[src/rtl/lane_gearbox_pkg.sv]
// Shared TMDS token definitions and small elaboration helpers for the lane gearbox.
package lane_gearbox_pkg;

  localparam logic [9:0] TMDS_CTL00     = 10'b1101010100;
  localparam logic [9:0] TMDS_CTL01     = 10'b0010101011;
  localparam logic [9:0] TMDS_CTL10     = 10'b0101010100;
  localparam logic [9:0] TMDS_CTL11     = 10'b1010101011;
  localparam logic [9:0] TMDS_CLK_PATTN = 10'b0000011111;

  // Control-period token for a {c1, c0} control pair.
  function automatic logic [9:0] tmds_ctl_token(input logic [1:0] ctl);
    case (ctl)
      2'b00:   return TMDS_CTL00;
      2'b01:   return TMDS_CTL01;
      2'b10:   return TMDS_CTL10;
      default: return TMDS_CTL11;
    endcase
  endfunction

  // Three data lanes in control period 00, clock lane on top.
  localparam logic [39:0] TMDS_IDLE_DEFAULT = {TMDS_CLK_PATTN, tmds_ctl_token(2'b00),
                                               tmds_ctl_token(2'b00), tmds_ctl_token(2'b00)};

  function automatic int clog2_min1(input int n);
    return (n <= 2) ? 1 : $clog2(n);
  endfunction

endpackage

[src/rtl/gearbox_lane.sv]
// One serial lane: idle substitution, bit-slip window, polarity invert and the
// output shift register that feeds the DDR output stage LSB first.
module gearbox_lane
  import lane_gearbox_pkg::*;
#(
  parameter int               SYM_W    = 10,
  parameter int               OUT_W    = 2,
  parameter logic [SYM_W-1:0] IDLE_SYM = '0
) (
  input  logic             clk_shift,
  input  logic             reset,
  input  logic             load,
  input  logic             sym_valid,
  input  logic [SYM_W-1:0] sym,
  input  logic             invert,
  input  logic             bitslip,
  output logic [OUT_W-1:0] dout
);

  localparam int               ROT_W   = clog2_min1(SYM_W);
  localparam logic [ROT_W-1:0] ROT_MAX = ROT_W'(SYM_W - 1);
  localparam logic [ROT_W:0]   SYM_W_L = (ROT_W + 1)'(SYM_W);

  logic [SYM_W-1:0]   prev;
  logic [SYM_W-1:0]   shift;
  logic [SYM_W-1:0]   new_sym;
  logic [SYM_W-1:0]   word;
  logic [ROT_W-1:0]   rot;
  logic [ROT_W:0]     shamt;
  logic [2*SYM_W-1:0] window;

  // rot bits of the previous symbol's tail are pushed in front of the new one.
  always_comb begin
    new_sym = sym_valid ? sym : IDLE_SYM;
    window  = {new_sym, prev};
    shamt   = SYM_W_L - {1'b0, rot};
    word    = SYM_W'(window >> shamt);
  end

  always_ff @(posedge clk_shift) begin
    if (reset) begin
      prev  <= '0;
      shift <= '0;
      rot   <= '0;
    end else begin
      if (load) begin
        prev  <= new_sym;
        shift <= word ^ {SYM_W{invert}};
      end else begin
        shift <= shift >> OUT_W;
      end
      // A slip coincident with a load only affects the following load.
      if (bitslip) begin
        rot <= (rot == ROT_MAX) ? '0 : rot + ROT_W'(1);
      end
    end
  end

  assign dout = shift[OUT_W-1:0];

endmodule

[src/rtl/lane_gearbox.sv]
// Multi-lane symbol serialiser on the fast shift clock: phase counter, load
// handshake, idle insertion bookkeeping and a saturating underrun counter.
module lane_gearbox
  import lane_gearbox_pkg::*;
#(
  parameter int                     LANES     = 4,
  parameter int                     SYM_W     = 10,
  parameter int                     OUT_W     = 2,
  parameter logic [LANES*SYM_W-1:0] IDLE_SYMS = TMDS_IDLE_DEFAULT,
  parameter int                     CNT_W     = 16
) (
  input  logic                   clk_shift,
  input  logic                   reset,
  input  logic [LANES*SYM_W-1:0] sym_in,
  input  logic                   sym_valid,
  output logic                   sym_ready,
  input  logic [LANES-1:0]       invert,
  input  logic [LANES-1:0]       bitslip,
  output logic [LANES*OUT_W-1:0] dout,
  output logic                   underrun,
  output logic [CNT_W-1:0]       underrun_cnt
);

  localparam int              PH      = SYM_W / OUT_W;
  localparam int              PH_W    = clog2_min1(PH);
  localparam logic [PH_W-1:0] PH_LAST = PH_W'(PH - 1);

  if (SYM_W % OUT_W != 0) begin : g_bad_ratio
    $error("lane_gearbox: SYM_W must be a multiple of OUT_W");
  end

  logic [PH_W-1:0] phase;
  logic            load;
  logic            armed;
  logic            slot_underrun;

  // Handshake: sym_ready marks the one load slot per symbol period; a transfer
  // happens only when sym_valid is also high at that edge, otherwise idle is loaded.
  assign load          = (phase == PH_LAST);
  assign sym_ready     = load;
  assign slot_underrun = load && !sym_valid && armed;

  always_ff @(posedge clk_shift) begin
    if (reset) begin
      phase        <= '0;
      armed        <= 1'b0;
      underrun     <= 1'b0;
      underrun_cnt <= '0;
    end else begin
      phase    <= load ? '0 : phase + PH_W'(1);
      underrun <= slot_underrun;
      if (load && sym_valid) begin
        armed <= 1'b1;
      end
      if (slot_underrun && (underrun_cnt != {CNT_W{1'b1}})) begin
        underrun_cnt <= underrun_cnt + CNT_W'(1);
      end
    end
  end

  for (genvar i = 0; i < LANES; i++) begin : g_lane
    gearbox_lane #(
      .SYM_W   (SYM_W),
      .OUT_W   (OUT_W),
      .IDLE_SYM(IDLE_SYMS[SYM_W*i +: SYM_W])
    ) u_lane (
      .clk_shift(clk_shift),
      .reset    (reset),
      .load     (load),
      .sym_valid(sym_valid),
      .sym      (sym_in[SYM_W*i +: SYM_W]),
      .invert   (invert[i]),
      .bitslip  (bitslip[i]),
      .dout     (dout[OUT_W*i +: OUT_W])
    );
  end

endmodule

[config.mk]
export PLATFORM = sky130hd
export DESIGN_NAME = lane_gearbox
export DESIGN_NICKNAME = d
export VERILOG_FILES = /design/src/rtl/lane_gearbox_pkg.sv /design/src/rtl/gearbox_lane.sv /design/src/rtl/lane_gearbox.sv
export SDC_FILE = /design/constraint.sdc
export NUM_CORES = 1
export LEC_CHECK = 0
export BUFFER_PORTS_ARGS = -buffer_cell sky130_fd_sc_hd__buf_2
export CAP_MARGIN = 10
export CORE_MARGIN = 3
export CORE_UTILIZATION = 61
export DETAILED_ROUTE_END_ITERATION = 10
export HOLD_SLACK_MARGIN = 0.08
export PLACE_DENSITY = 0.87
export SLEW_MARGIN = 5
export SYNTH_ARGS = -nofsm -noshare
export SYNTH_HDL_FRONTEND = slang
export SYNTH_SLANG_ARGS = --single-unit
[constraint.sdc]
create_clock -name clk_shift -period 3.1 [get_ports clk_shift]
set_input_delay 0.465 -clock clk_shift [delete_from_list [all_inputs] [get_ports clk_shift]]
set_output_delay 0.465 -clock clk_shift [all_outputs]
set_load 0.01 [all_outputs]
==> run_results.csv <==
group,metric,value,unit
drt,vias_per_cell,6.716,
logic_synthesis,yosys.area.top_type,"dfxtp_1",
power,vdd_drop_max,0.3905,mV
drt,drtIter0Drc,1103,
setup_path,cp_max_fo,13,
setup_path,cp_slowest_cell,"dfxtp_1",
finish,nets,1143,
power,power,0.004756,W
logic_synthesis,synthTopCellsByCount,"131 x nor2_1, 117 x dfxtp_1, 106 x nand2_1",
setup_path,critPathMaxStageDelay,0.51,ns
finish,areaGrowthSynthToFinish,11.33,%
logic_synthesis,synth-edff-count,0,
logic_synthesis,synth-seq-cells,117,
finish,regArea,0.002342,mm²
setup_path,crit_buf_inv,3,
clock_network,clock_path_buffers,2,
drt,wl_per_cell,18.89,µm
power,cellLeakagePower,3.732,nW
logic_synthesis,netlist_instances,1040,
sta,hold_viol_final,0,
grt,track_usage,29.52,%
clock_network,h-tree-depth,4,
sta,rsz0062_at_grt,"no",
finish,drive_gt1_share,20.39,%
clock_network,cts_resized,0,
finish,multiInputGateArea,0.005924,mm²
drt,routed-via-count,8522,
grt,first_global_vias,7925,
logic_synthesis,yosysSeqAreaShare,26.38,%
setup_path,worstPathRequired,3.45,ns
floorplanning,dieArea,0.01604,mm²
sta,fin_crit_sh,89.41,%
setup_path,cp_cell_sequence,"inv_1 > ha_1 > buf_4 > clkinv_1 > mux4_2 > o21ai_0 > mux2_2 > a21oi_1",
drt,wl,23.98,mm
clock_network,clk_pin_slew,0.06,ns
clock_network,cts.sinks,117,
drt,remaining_drc_errors,0,
clock_network,clk_latency,0.43,ns
setup_path,crit_family,"multiplexers",
grt,antenna_found_initial,1,
sta,worstMarginPinSlew,0.8821,ns
sta,setup_viol,0,
logic_synthesis,yosysMostFrequentCell,"nor2_1",
setup_path,critPathArrivalTime,3.12,ns
logic_synthesis,synth.top_cell.area_share,26.38,%
sta,finalSetupTns,0,ns
floorplanning,coreArea,0.01404,mm²
power,pwr_density_cell,481.2,mW/mm²
finish,fill_cells,1045,
setup_path,crit_type,"flip-flop to flip-flop",
floorplanning,die_w,126.6,µm
placed_design,gp_congestion,0.9529,
logic_synthesis,yosys_most_used_dff,"dfxtp_1",
placed_design,dpl-instance-area,0.009280,mm²
drt,ant_nets,0,
clock_network,cts_hold_buffers,0,
floorplanning,fp.dieH,126.6,µm
run,drv_cap,0,
run_status,status,"complete, no violations",
setup_path,regToRegSetupSlack,0.33,ns
clock_network,clock_tree.root_cell,"clkbuf_16",
finish,fin_area,0.009884,mm²
finish,antenna_cells,0,
grt,grt_pass1_wl,38.98,mm
worst_hold_path,hold_class,"primary input to flip-flop",
drt,first_pass_iters,8,
logic_synthesis,syn-cell-area,0.008879,mm²
logic_synthesis,avgSynthCellArea,8.537,µm²
placed_design,io_buffers,76,
logic_synthesis,async_flop_share,0,%
grt,grt_max_degree,52,
clock_network,post_cts_buffers,0,
sta,min_period,2.772,ns
logic_synthesis,yosysUniqueCellTypes,72,
logic_synthesis,synth_area_leaders,"dfxtp_1 26%, mux4_2 14%, nor2_1 5.5%, mux2i_1 5.4%, nand2_1 4.5%",
grt,grt_remaining_overflow,0,
logic_synthesis,syn-num-nets,1106,
sta,finClkSkew,0.01339,ns
setup_path,critPathLaunchType,"flip-flop",
floorplanning,rows,43,
sta,fmax,360.8,MHz
logic_synthesis,yosys_warnings,0,
clock_network,cts_buffers,17,
sta,slew_violations,0,
sta,slew_headroom,40.57,%
setup_path,critPathCaptureType,"flip-flop",
floorplanning,start_util,63.23,%
floorplanning,num_io_pins,77,
clock_network,cts_tree,"done",
placed_design,hpwl,16.53,mm
[cell families after synthesis]
| logic type | synth area share [%] |
|---|---|
| DFF | 26.38 |
| buffers and inverters | 6.891 |
| adders and majority gates | 2.114 |
| muxes | 22.32 |
| AOI/OAI and AO/OA | 18.79 |
| and+or+nand+nor | 19.07 |
| xor gates and xnor gates | 4.439 |
[power breakdown]
group          internal [W]  total [W]  switching, W
clock               0.00135    0.00206      0.000710
sequential          0.00154    0.00159     0.0000436
combinational      0.000488    0.00111      0.000622
total               0.00338    0.00476       0.00138
[metal layers]
metal / GRT usage [%] / wire [µm] / vias up
li1: - / - / 3888
met1: 37.88 / 9600 / 4035
met3: 6.400 / 2181 / 86
met4: 11.86 / 734 / 2
met2: 48.66 / 11450 / 511
met5: 0 / 9 / -
[cell type report]
| cell class | count | share of cell area, % |
|---|---|---|
| repair buffers | 112 | 6.608 |
| well taps | 180 | 2.278 |
| multi-input cells | 793 | 59.94 |
| flip-flops and latches | 117 | 23.70 |
| clock inverters | 11 | 1.595 |
| clock buffers | 20 | 4.519 |
| inverters | 36 | 1.367 |
[sequential cells by signal, summed over array words and instances, names as in the netlist]
| signal | flops |
|---|---|
| g_lane.u_lane.shift | 40 |
| g_lane.u_lane.prev | 40 |
| underrun | 1 |
| armed | 1 |
| g_lane.u_lane.rot | 16 |
| phase | 3 |
| underrun_cnt | 16 |
[metrics by stage]
| step | std cells | worst slack, ns | hold WS [ns] | util, % |
|---|---|---|---|---|
| after floorplan | 1040 | 0.3860 | 0.4218 | - |
| after global placement | 1238 | 0.3659 | 0.4386 | 66.09 |
| after detailed placement | 1238 | 0.3139 | 0.4374 | 66.09 |
| after CTS | 1269 | 0.3557 | 0.3039 | 70.39 |
| after global routing | 1269 | 0.1305 | 0.3341 | 70.39 |
| final | 1269 | 0.3284 | 0.3115 | 70.39 |
[path summary, 6_finish.rpt]
kind                             start                         to  depth (start not counted)
max            g_lane[0].u_lane.rot[0]  g_lane[0].u_lane.shift[2]                          8
max reg2reg    g_lane[0].u_lane.rot[0]  g_lane[0].u_lane.shift[2]                          8
min                         bitslip[1]    g_lane[1].u_lane.rot[1]                          2
min reg2reg  g_lane[3].u_lane.shift[4]  g_lane[3].u_lane.shift[2]                          2
[worst register-to-register path, cell delays in order (launching register included)]
cell      delay (ns)
dfxtp_1         0.51
inv_1           0.17
ha_1            0.36
buf_4           0.21
clkinv_1        0.26
mux4_2          0.49
o21ai_0         0.19
mux2_2          0.36
a21oi_1         0.13
[cells in the final DEF, fill, tap and decap left out, types with 5 or more instances in the layout]
| master | instances |
|---|---|
| xor2_1 | 17 |
| a21boi_0 | 5 |
| mux2i_1 | 48 |
| inv_1 | 32 |
| clkinv_2 | 6 |
| nor2b_1 | 12 |
| or3_1 | 6 |
| a311oi_1 | 7 |
| nor2_1 | 131 |
| nor3_1 | 22 |
| nand2b_1 | 10 |
| mux2_2 | 10 |
| nor3b_1 | 5 |
| mux4_2 | 57 |
| and2_1 | 7 |
| buf_2 | 75 |
| and3_1 | 7 |
| nand2_1 | 106 |
| o211ai_1 | 18 |
| nor4_1 | 5 |
| o21ai_0 | 41 |
| xnor2_1 | 18 |
| buf_4 | 37 |
| clkbuf_16 | 17 |
| ha_1 | 15 |
| a21oi_1 | 70 |
| a31oi_1 | 20 |
| nand4_1 | 9 |
| a211oi_1 | 34 |
| o21ai_1 | 6 |
| nand3_1 | 30 |
| dfxtp_1 | 117 |
Note: power is estimated with default switching activity, not from simulation.
